## src/rtl/rf_arb_pkg.sv

```systemverilog
// Shared types and constants for the RegFile write-port arbiter.
// The wb_req_t struct is sized with the default address/data widths.
package rf_arb_pkg;

  localparam int unsigned AW_DEF = 5;
  localparam int unsigned DW_DEF = 32;

  localparam int unsigned PRIO_RR    = 0;
  localparam int unsigned PRIO_FIXED = 1;

  // One-hot grant; GNT_NONE when nobody is served this cycle.
  typedef enum logic [1:0] {
    GNT_NONE = 2'b00,
    GNT_REQ0 = 2'b01,
    GNT_REQ1 = 2'b10
  } grant_t;

  typedef struct packed {
    logic              valid;
    logic [AW_DEF-1:0] addr;
    logic [DW_DEF-1:0] data;
  } wb_req_t;

endpackage

```

## src/rtl/rf_arb_grant.sv

```systemverilog
// Grant logic for the two writeback requesters: round-robin or fixed
// priority to req0 with a saturating starvation counter for req1.
// Grant is combinational from the valids and internal state; forced to
// GNT_NONE while reset is high.
module rf_arb_grant
  import rf_arb_pkg::*;
#(
  parameter int unsigned PRIO_MODE  = PRIO_RR,
  parameter int unsigned STARVE_MAX = 3
) (
  input  logic   clk,
  input  logic   reset,
  input  logic   valid0,
  input  logic   valid1,
  output grant_t grant
);

  localparam int unsigned CW = 4;
  localparam logic [CW-1:0] STARVE_LIM = CW'(STARVE_MAX);

  logic          last_grant;  // 1: req1 won last, so req0 wins the next tie
  logic [CW-1:0] starve_cnt;

  // Choose the winner for this cycle.
  always_comb begin
    grant = GNT_NONE;
    if (reset) begin
      grant = GNT_NONE;
    end else if (valid0 && valid1) begin
      if (PRIO_MODE == PRIO_FIXED) begin
        grant = (starve_cnt == STARVE_LIM) ? GNT_REQ1 : GNT_REQ0;
      end else begin
        grant = last_grant ? GNT_REQ0 : GNT_REQ1;
      end
    end else if (valid0) begin
      grant = GNT_REQ0;
    end else if (valid1) begin
      grant = GNT_REQ1;
    end
  end

  // Track the last winner and how long req1 has been losing.
  always_ff @(posedge clk) begin
    if (reset) begin
      last_grant <= 1'b1;
      starve_cnt <= '0;
    end else begin
      if (grant == GNT_REQ0) begin
        last_grant <= 1'b0;
      end else if (grant == GNT_REQ1) begin
        last_grant <= 1'b1;
      end
      if (!valid1 || grant == GNT_REQ1) begin
        starve_cnt <= '0;
      end else if (starve_cnt != STARVE_LIM) begin
        starve_cnt <= starve_cnt + 1'b1;
      end
    end
  end

endmodule

```

## src/rtl/regfile_wr_arbiter.sv

```systemverilog
// Shares the RegFile write port between ALU (req0) and memory (req1)
// writeback. Winner is registered into a one-cycle output stage; hazard
// flags cover the output stage and both pending requests.
// Optional macro RF_WR_ZERO_FILTER_EN: granted writes to address 0
// complete the handshake but never assert rf_wr.
module regfile_wr_arbiter
  import rf_arb_pkg::*;
#(
  parameter int unsigned AW         = AW_DEF,
  parameter int unsigned DW         = DW_DEF,
  parameter int unsigned PRIO_MODE  = PRIO_RR,
  parameter int unsigned STARVE_MAX = 3
) (
  input  logic          clk,
  input  logic          reset,
  input  logic          req0_valid,
  input  logic [AW-1:0] req0_addr,
  input  logic [DW-1:0] req0_data,
  output logic          req0_ready,
  input  logic          req1_valid,
  input  logic [AW-1:0] req1_addr,
  input  logic [DW-1:0] req1_data,
  output logic          req1_ready,
  output logic          rf_wr,
  output logic [AW-1:0] rf_addr3,
  output logic [DW-1:0] rf_data3,
  input  logic [AW-1:0] query_addr1,
  input  logic [AW-1:0] query_addr2,
  output logic          hazard1,
  output logic          hazard2
);

  grant_t        grant;
  logic [AW-1:0] sel_addr;
  logic [DW-1:0] sel_data;
  logic          transfer;
  logic          write_en;

  rf_arb_grant #(
    .PRIO_MODE  (PRIO_MODE),
    .STARVE_MAX (STARVE_MAX)
  ) u_grant (
    .clk    (clk),
    .reset  (reset),
    .valid0 (req0_valid),
    .valid1 (req1_valid),
    .grant  (grant)
  );

  // Handshake and winner selection.
  always_comb begin
    req0_ready = (grant == GNT_REQ0);
    req1_ready = (grant == GNT_REQ1);
    transfer   = (grant != GNT_NONE);
    sel_addr   = req1_ready ? req1_addr : req0_addr;
    sel_data   = req1_ready ? req1_data : req0_data;
`ifdef RF_WR_ZERO_FILTER_EN
    write_en   = transfer && (sel_addr != '0);
`else
    write_en   = transfer;
`endif
  end

  // Output stage: one write per cycle, address/data hold when idle.
  always_ff @(posedge clk) begin
    if (reset) begin
      rf_wr    <= 1'b0;
      rf_addr3 <= '0;
      rf_data3 <= '0;
    end else begin
      rf_wr <= write_en;
      if (write_en) begin
        rf_addr3 <= sel_addr;
        rf_data3 <= sel_data;
      end
    end
  end

  // Read-after-write hazard flags for the two read addresses.
  always_comb begin
    hazard1 = (query_addr1 != '0) &&
              ((rf_wr      && rf_addr3  == query_addr1) ||
               (req0_valid && req0_addr == query_addr1) ||
               (req1_valid && req1_addr == query_addr1));
    hazard2 = (query_addr2 != '0) &&
              ((rf_wr      && rf_addr3  == query_addr2) ||
               (req0_valid && req0_addr == query_addr2) ||
               (req1_valid && req1_addr == query_addr2));
  end

endmodule

```

## config.mk

```make
export PLATFORM = sky130hd
export DESIGN_NAME = regfile_wr_arbiter
export DESIGN_NICKNAME = d
export VERILOG_FILES = /design/src/rtl/rf_arb_pkg.sv /design/src/rtl/rf_arb_grant.sv /design/src/rtl/regfile_wr_arbiter.sv
export SDC_FILE = /design/constraint.sdc
export NUM_CORES = 1
export LEC_CHECK = 0
export ABC_AREA = 1
export CORE_MARGIN = 2
export CORE_UTILIZATION = 43
export DETAILED_ROUTE_END_ITERATION = 10
export GPL_ROUTABILITY_DRIVEN = 0
export PLACE_DENSITY = 0.95
export SYNTH_ARGS = -nofsm -noshare
export SYNTH_HDL_FRONTEND = slang
export SYNTH_HIERARCHICAL = 1
export SYNTH_SLANG_ARGS = --single-unit
```

## constraint.sdc

```tcl
create_clock -name clk -period 2.2 [get_ports clk]
set_input_delay 0.33 -clock clk [delete_from_list [all_inputs] [get_ports clk]]
set_output_delay 0.33 -clock clk [all_outputs]
set_load 0.02 [all_outputs]
```

## After elaboration in Yosys (flattened, before gate mapping)

Cells that the tools add are included.

- Eq/ne operators: 8
- Reduce and logical (&&, ||, !) cells: 17
- Muxes and demuxes: 9

Operators with widths:

| operator | number |
|---|---|
| $mux W32 | 1 |
| $eq A5 B5 Y1 | 6 |
| $mux W2 | 5 |
| $reduce_bool A5 Y1 | 2 |
| $logic_and A1 B1 Y1 | 9 |
| $mux W5 | 1 |
| $logic_or A1 B1 Y1 | 4 |
| $reduce_bool A2 Y1 | 2 |
| $eq A2 B1 Y1 const B | 1 |
| $eq A2 B2 Y1 const B | 1 |
| $mux W1 | 2 |

- Bits of input ports: 88
- Output and inout bits: 42
- Flip-flop bits (word level): 39

## Depth between registers and ports, before layout

Gate-level depths: netlist (run 1).

- Depth after elaboration: 7
- Gate-level depth with buffers: 12

## Modules after synthesis

The synthesis (run 1) kept the hierarchy.

Modules (own cells, without submodules):

| module | sequential area each (sq um) | cells each | area each (sq um) | instances |
|---|---|---|---|---|
| regfile_wr_arbiter | 760.7 | 418 | 2359.8 | 1 |
| rf_arb_grant | 20.0 | 16 | 87.6 | 1 |

## Worst setup path before layout (run 1)

Ideal clock, no wire load.

- Path kind: input to output
- Start: in reset
- End: out req0_ready
- Path slack: 792 ps
- Required time: 1870 ps
- Cell stages on the path: 6
- Data arrival time: 1078 ps
- Cell sequence: inv_2 > nand2_1 > nor2_1 > buf_6 > inv_8 > nor2_1

- Cells in the longest elaborated chain, start to end: 2

Ends and longest elaborated chain:

| what | line | text |
|---|---|---|
| start, declared | regfile_wr_arbiter.sv:15 | `input logic reset,` |
| $mux W2 | rf_arb_grant.sv:27 | `if (reset) begin` |
| named net grant[0] | regfile_wr_arbiter.sv:33 | `grant_t grant;` |
| $eq A2 B1 Y1 | regfile_wr_arbiter.sv:52 | `req0_ready = (grant == GNT_REQ0);` |
| end, declared | regfile_wr_arbiter.sv:19 | `output logic req0_ready,` |

The timed path passes the listed nets, and every way through them passes these cells.

## Worst setup path after layout (run 1)

- Start: in req1_valid
- End: out req1_ready

- Cells in the longest elaborated chain, start to end: 5
- Elaborated cells on any way between the ends: 6
- Classes of those cells: eq/ne: 1; mux: 4; reduce/logical: 1

Ends and longest elaborated chain:

| what | line | text |
|---|---|---|
| start, declared | regfile_wr_arbiter.sv:20 | `input logic req1_valid,` |
| $mux W2 | rf_arb_grant.sv:37 | `end else if (valid1) begin` |
| $mux W2 | rf_arb_grant.sv:35 | `end else if (valid0) begin` |
| $mux W2 * | rf_arb_grant.sv:29 | `end else if (valid0 && valid1) begin` |
| $mux W2 * | rf_arb_grant.sv:27 |  |
| named net grant[1] | regfile_wr_arbiter.sv:33 |  |
| $eq A2 B2 Y1 * | regfile_wr_arbiter.sv:53 | `req1_ready = (grant == GNT_REQ1);` |
| end, declared | regfile_wr_arbiter.sv:23 | `output logic req1_ready,` |

The timed path passes the listed nets; every way through them passes the cells marked *.

==> results_dict.tcl, run 1 <==
set metrics [dict create \
    outcome "completed" \
    numCtsBuffers 5 \
    fin_skew_ns 0.00429 \
    final_net_count 670 \
    grt_pass1_vias 3088 \
    p_leak_nw 2.17 \
    vias 3294 \
    hold_viol 0 \
    fin_util_pct 73.5 \
    ant_nets 0 \
    antenna_found_initial 0 \
    syn-cell-area_um2 2450 \
    diodes 0 \
    yosys-top-cells-area "nand2_1 (34%), dfxtp_1 (32%), inv_1 (10%)" \
    gr-total-overflow 0 \
    clock_latency_ns 0.29 \
    start_util_pct 44.4 \
    synth.most_common_cell "nand2_1" \
    grtUsageTotal_pct 26.7 \
    path_class "primary input to output pin" \
    worst_ep_arrival_time_ns 1.71 \
    finalNonFillerCells 654 \
    vias_per_cell 5.04 \
    synth_common_cells "nand2_1 (219), inv_1 (67), nand3_1 (44), dfxtp_1 (39), nor2_1 (32)" \
    synth_warnings 6 \
    cts.reportedPaths.clkPinSlew_ns 0.08 \
    p_sw_share_pct 30.6 \
    maxCapViolations 0 \
    p_comb_share_pct 32.8 \
    seq_area_frac_synth_pct 31.9 \
    ctsHtreeMaxLevel 2 \
    start_kind "primary input" \
    synth_edf_count 0 \
    crit_buf_inv 4 \
    grt_max_degree 34 \
    drive_gt1_share_pct 7.39 \
    max_freq_mhz 491 \
    worst_setup_path_end_kind "output pin" \
    die_h_um 79.4 \
    vdd_drop_max_mv 0.377 \
    grt_pass1_wl_mm 13.3 \
    finalSetupTns_ns 0 \
    placementRows 27 \
    async_reset_ff_share_pct 0 \
    port_buffers 129 \
    cts_tree "built" \
    cts-hold-fix-buffers 0 \
    worstPathMaxFanout 5 \
    cp_cell_sequence "clkdlybuf4s50_1 -> buf_4 -> nand2_1 -> nor2_1 -> inv_2 -> nor2_8 -> buf_4" \
    critPathMaxStageDelay_ns 0.55 \
    p_int_mw 1.44 \
    syn_to_final_growth_pct 65.3 \
    clockBufferDepth 2 \
    synth_nets 523 \
    synthCells 434 \
    p_seq_share_pct 38.1 \
    cts-root-buf "clkbuf_8" \
    cp_slowest_cell "clkdlybuf4s50_1" \
    dieArea_um2 6310 \
    tightest_slew_ns 0.332 \
    yosys_register_bits 39 \
    die_w_um 79.4 \
    dp_hpwl_mm 6.54 \
    firstDrtPassIters 5 \
    slew_headroom_pct 77.9 \
    synth_flop_cell "dfxtp_1" \
    fin_crit_sh_pct 92.6 \
    synth_cell_type_count 20 \
    avgSynthCellArea_um2 5.64 \
    report.power.total_mw 2.07 \
    power_density_nw_per_um2 511 \
    critical-path-top-delay-family "buffers and inverters" \
    yosysTopAreaCell "nand2_1" \
    ios 130 \
    yosys.area.top_type_share_pct 33.6 \
    power.share.clock_pct 29.1 \
    drc_errors 0 \
    power.switching_uw 632 \
    drv_slew 0 \
    required_ns 1.87 \
    clkSinkCount 39 \
    drtIter0Drc 218 \
    setup_viol 0 \
    hold_path.class "register to register" \
    critPathMostFrequentCell "buf_4" \
    place_inst 644 \
    finalWirelength_mm 8.46 \
    grt_setup_unrepaired "false" \
    wl_per_cell_um 12.9 \
    layout_min_cycle_time_ns 2.04 \
    coreArea_um2 5510 \
]
==> through the flow <==
stage | instance area [um2] | setup WS, ns | hold WS [ns]
final | 4050 | 0.162 | 0.514
after global routing | 4050 | 0.0608 | 0.553
after CTS | 4040 | 0.0454 | 0.512
after global placement | 3930 | -0.138 | 0.477
after detailed placement | 3930 | -0.198 | 0.500
after floorplan | 2450 | 0.792 | 0.402
==> power groups by stage <==
| stage | logic [mW] | clock network, mW | registers (mW) |
|---|---|---|---|
| finish | 0.678 | 0.601 | 0.789 |
| global route | 0.737 | 0.643 | 0.793 |
| CTS | 0.672 | 0.612 | 0.788 |
| detailed placement | 0.671 | 0 | 0.803 |
| global placement | 0.652 | 0 | 0.801 |
| floorplan | 0.258 | 0 | 0.857 |
==> cell type report <==
type,count,area [um2]
timing repair buffer,153,1490
fill,410,1460
multi-input combinational,310,1290
sequential,39,781
inverter,72,283
tap,72,90.1
clock buffer,5,68.8
clock inverter,3,43.8
==> flip-flops by register name, summed over array words and instances (netlist names) <==
register,count
u_grant/last_grant,1
rf_data3,32
rf_addr3,5
rf_wr,1
==> layout by cell type (no fill, tap or decap) <==
cell / instances
clkinv_2: 1
nand3_1: 44
ha_1: 1
dlygate4sd2_1: 1
inv_6: 1
nand2_1: 219
nor2_1: 31
clkdlybuf4s50_1: 124
inv_8: 1
dfxtp_1: 39
nand2_8: 1
inv_1: 67
bufinv_16: 1
buf_4: 23
nor2_8: 1
inv_2: 3
o221ai_1: 2
buf_12: 2
dlymetal6s2s_1: 1
nor2_4: 1
clkinv_4: 1
o22ai_1: 3
clkbuf_8: 5
o21ai_0: 5
nor3_1: 2
clkbuf_2: 2
==> per-layer routing <==
metal	vias to the layer above	part of all wire, %	routed length [um]	GRT usage [%]
met2	203	49	4130	47.2
met1	1473	38	3170	28.9
met5	-	0	0	0
met3	36	9.6	813	7.47
met4	0	4.0	342	13.4
li1	1582	-	-	-
==> final timing paths <==
| path | from | endpoint | slack [ns] | depth (start not counted) |
|---|---|---|---|---|
| max | req1_valid | req1_ready | 0.16 | 7 |
| min | u_grant/last_grant | u_grant/last_grant | 0.51 | 2 |
| max reg2reg | u_grant/last_grant | u_grant/last_grant | 0.50 | 7 |
| min reg2reg | u_grant/last_grant | u_grant/last_grant | 0.51 | 2 |
==> kinds of logic (layout without fill, tap and decap cells) <==
family / after synthesis / count (layout) / synth area share, %
compound gates: 10 / 10 / 2.51
fa+ha+maj: 1 / 1 / 0.511
buf+inv: 85 / 233 / 15.5
flops: 39 / 39 / 31.9
simple gates: 299 / 299 / 49.5
==> timing repair <==
action	in CTS	in global routing
endpoints found under the hold margin	0	0
endpoints found under the setup margin	3	3
gates resized for setup	3	5
buffers inserted	0	2
pin swaps	0	1
==> tightest hold or removal path: stages (launching register included) <==
cell and delay (ns):
dfxtp_1 0.34, nand2_1 0.06, nand3_1 0.06
Power figures use the tool's default switching activity.
==> run 2, diff against run 1 <==
- SKIP_CTS_REPAIR_TIMING: unset -> 1
==> run 2 against run 1 <==
Sequential power barely moved. Clock-buffer cell count did not move. Critical endpoint is now hazard2. Critical path type unchanged. Register-to-register slack hardly changed. Highest routed layer unchanged.
==> results_dict.tcl, run 2 (synthesized netlist as in run 1, its figures left out) <==
set metrics [dict create \
    clockBufferDepth 2 \
    grtUsageTotal_pct 26.7 \
    drive_gt1_share_pct 7.04 \
    layout_min_cycle_time_ns 2.08 \
    dieArea_um2 6310 \
    dp_hpwl_mm 6.54 \
    outcome "completed" \
    fin_crit_sh_pct 94.6 \
    ctsHtreeMaxLevel 2 \
    numCtsBuffers 5 \
    finalWirelength_mm 8.46 \
    rrSetupSlack_ns 0.49 \
    p_leak_nw 2.22 \
    start_kind "primary input" \
    setup_viol 0 \
    hold-worst-slack_ns 0.516 \
    clkSinkCount 39 \
    crit_path_start "query_addr2[3]" \
    diodes 0 \
    gr-total-overflow 0 \
    grt_setup_unrepaired "false" \
    cts.reportedPaths.clkPinSlew_ns 0.08 \
    grt_pass1_wl_mm 13.3 \
    drv_slew 0 \
    maxCapViolations 0 \
    p_seq_share_pct 38.1 \
    firstDrtPassIters 5 \
    fin_skew_ns 0.00437 \
    drtIter0Drc 220 \
    syn_to_final_growth_pct 66.1 \
    die_h_um 79.4 \
    max_freq_mhz 481 \
    largest_register_ffs 32 \
    slew_headroom_pct 77.8 \
    layout_commonest_cell "nand2_1" \
    p_sw_share_pct 30.5 \
    ios 130 \
    path_class "primary input to output pin" \
    vias_per_cell 5.06 \
    placementRows 27 \
    port_buffers 129 \
    p_comb_share_pct 32.9 \
    cts_tree "built" \
    reg2reg_from "u_grant/last_grant" \
    die_w_um 79.4 \
    top_regs "rf_data3 x32, rf_addr3 x5" \
    ant_nets 0 \
    worst_setup_path_end_kind "output pin" \
    fillers 405 \
    hold_path.class "register to register" \
    clock_latency_ns 0.29 \
    layout_common_cells "nand2_1 (219), clkdlybuf4s50_1 (124), inv_1 (67)" \
    critPathCapture "hazard2" \
    power.switching_uw 632 \
    grt_pass1_vias 3088 \
    cts-root-buf "clkbuf_8" \
    required_ns 1.87 \
    regMostFlops "rf_data3" \
    ff2ff_path_depth 7 \
    seq_area_um2 781 \
    wl_per_cell_um 12.9 \
    final_net_count 670 \
    worst_ep_arrival_time_ns 1.75 \
    power.share.clock_pct 29.0 \
    fin_util_pct 73.8 \
    power_density_nw_per_um2 509 \
    tightest_slew_ns 0.333 \
    vias 3309 \
    antenna_found_initial 0 \
    coreArea_um2 5510 \
    worstPathMaxFanout 5 \
    start_util_pct 44.4 \
    vdd_drop_max_mv 0.377 \
    rr_endpoint "u_grant/last_grant" \
    p_int_mw 1.44 \
    multi_input_area_um2 1290 \
    grt_max_degree 34 \
    hold_viol 0 \
    finalNonFillerCells 654 \
    place_inst 644 \
    drc_errors 0 \
]
-- run 2: cell types whose count changed in the layout (fill, tap and decap cells not counted), sizes merged --
cell          before  now
dlygate4sd2        1    0
dlymetal6s2s       1    4
clkbuf             7    5
-- run 2: power groups by stage --
stage	clock network [mW]	logic [mW]	registers (mW)
finish	0.600	0.681	0.789
global route	0.643	0.739	0.793
CTS	0.612	0.675	0.788
detailed placement	0	0.671	0.803
global placement	0	0.652	0.801
floorplan	0	0.258	0.857
-- run 2: how the worst min path moves through the flow --
stage / startpoint / end / slack (ns) / depth (start not counted)
after CTS: u_grant/last_grant / u_grant/last_grant / 0.51 / 2
after detailed placement: u_grant/last_grant / u_grant/last_grant / 0.50 / 2
final: u_grant/last_grant / u_grant/last_grant / 0.52 / 2
after global routing: u_grant/last_grant / u_grant/last_grant / 0.55 / 2
after global placement: u_grant/last_grant / u_grant/last_grant / 0.48 / 2
after floorplan: reset / rf_wr / 0.40 / 1
-- run 2: metal layers --
| metal | vias to the layer above | part of all wire [%] | GRT usage [%] |
|---|---|---|---|
| met5 | - | 0 | 0 |
| met4 | 0 | 4.0 | 13.4 |
| met1 | 1475 | 38 | 28.9 |
| met2 | 218 | 49 | 47.2 |
| met3 | 34 | 9.6 | 7.47 |
| li1 | 1582 | - | - |
-- run 2: through the flow --
step	total power, mW	setup TNS (ns)	cell area [um2]	worst slack (ns)
5_1_grt	2.17	0	4060	0.00952
2_1_floorplan	1.11	0	2450	0.792
6_report	2.07	0	4060	0.119
3_3_place_gp	1.45	-0.328	3930	-0.138
4_1_cts	2.07	-0.437	4040	-0.206
3_5_place_dp	1.47	-0.479	3930	-0.198
-- run 2: critical path, cell delays in order --
cell             delay, ns
clkdlybuf4s50_1       0.57
inv_1                 0.11
nand2_1               0.07
nand2_1               0.07
nor2_1                0.12
nand3_1               0.09
nand3_1               0.08
nand2_1               0.06
inv_1                 0.05
dlymetal6s2s_1        0.21
-- run 2: layout make-up --
type / count / area share [%]
Tap cell: 72 / 2.22
Clock inverter: 3 / 1.08
Clock buffer: 5 / 1.69
Inverter: 72 / 6.96
Multi-Input combinational cell: 310 / 31.8
Sequential cell: 39 / 19.2
Timing Repair Buffer: 153 / 37.0
==> run 3, diff against run 2 <==
- CTS_CLUSTER_SIZE: unset -> 10
==> results of run 3 <==
The final DEF is identical to that of run 2; final timing and power are the same.
==> RTL edit: new RTL, flow settings as in run 1 <==
Reset style: asynchronous (`reset`), changed in 2 clocked blocks.
--- a/src/rtl/rf_arb_grant.sv
+++ b/src/rtl/rf_arb_grant.sv
@@ -40,7 +40,7 @@
   end
 
   // Track the last winner and how long req1 has been losing.
-  always_ff @(posedge clk) begin
+  always_ff @(posedge clk or posedge reset) begin
     if (reset) begin
       last_grant <= 1'b1;
       starve_cnt <= '0;
--- a/src/rtl/regfile_wr_arbiter.sv
+++ b/src/rtl/regfile_wr_arbiter.sv
@@ -62,7 +62,7 @@
   end
 
   // Output stage: one write per cycle, address/data hold when idle.
-  always_ff @(posedge clk) begin
+  always_ff @(posedge clk or posedge reset) begin
     if (reset) begin
       rf_wr    <= 1'b0;
       rf_addr3 <= '0;
Behaviour: differs if reset is asserted again (counterexample within 4 cycles, from zero or initial values and one cycle with reset high); with reset held inactive, the same outputs for 10 cycles.
==> RTL edit against run 1 <==
Area after synthesis is 5.6% lower. Register-to-register slack better by 210 ps. Wire length down 9.5%. Setup slack improved by 4.2 ps. Final area shrank 3.6%. Cell count down 11%. Sequential cell count is the same. Power grew 38%.
==> RTL edit: results (changes against run 1) <==
Non-clock buffer share=38.11% (+1.4 points); register area share after synthesis=42.31% (+10 points); Least-Margin Pin Slew=495.7 ps (+163.8 ps); detailed-route via count=2857 (-13%); cts repair resizes=5 (+2); multi-input combinational area share=29.19% (-2.8 points); first-pass GRT wire length=12.90 mm (-3.3%); top_reg_cell synth=dfrtp_1; Initial DRC Count=145 (-33%); met3 Usage GRT=6.824% (-0.64 points); Reg2Reg Launch Point=u_grant/last_grant; hold slack=490.8 ps (-23.27 ps); Slowest Stage Delay on Critical Path=590 ps (+40 ps); nets=597 (-11%); register share of total power=36.4% (-1.7 points); Psw=1.061 mW (+68%); drt wl/cell=13.22 microns (+2.2%); non-clock buffer count=155 (+1.3%); total global-route track usage=26.71% (about the same); Clock Network Area Fraction=2.085% (-0.70 points); CLK BUF=7 (+2); Post-Synth Adder-Cell Area=0.5417% (+0.030 points); inverter count=34 (-53%); Distinct cells, synth=17 (-15%); status=complete, no violations; worst hold-check path type=input port to asynchronous set/reset pin; wire length on met3=656 microns (-19%); GR Layer Usage met1=30.09% (+1.2 points); flop2flop setup slack=710 ps (+210 ps)
-- RTL edit: changes by cell type in the layout (fill, tap and decap cells not counted), sizes merged, moves of 2 or more --
cell and change:
nand2 -29, clkbuf +2, o21ai -4, o221ai +3, o22ai -3, inv -39, dfrtp +38, nor2 -3
dfxtp -39
-- RTL edit: path summary, 6_finish.rpt --
path,to
max,hazard2
min,u_grant/last_grant
max reg2reg,rf_data3[10]
min reg2reg,rf_data3[2]
max in group asynchronous,rf_addr3[4]
min in group clk,rf_data3[2]
-- RTL edit: metrics by stage --
| step | area, sq um | total power, mW | setup WS [ps] | cells |
|---|---|---|---|---|
| after floorplan | 2310 | 1.661 | 634.5 | 357 |
| after global placement | 3826 | 2.345 | -190.0 | 571 |
| after detailed placement | 3826 | 2.391 | -248.1 | 571 |
| after CTS | 3908 | 2.865 | 18.57 | 579 |
| after global routing | 3900 | 3.013 | 35.77 | 579 |
| final | 3900 | 2.846 | 166.5 | 579 |
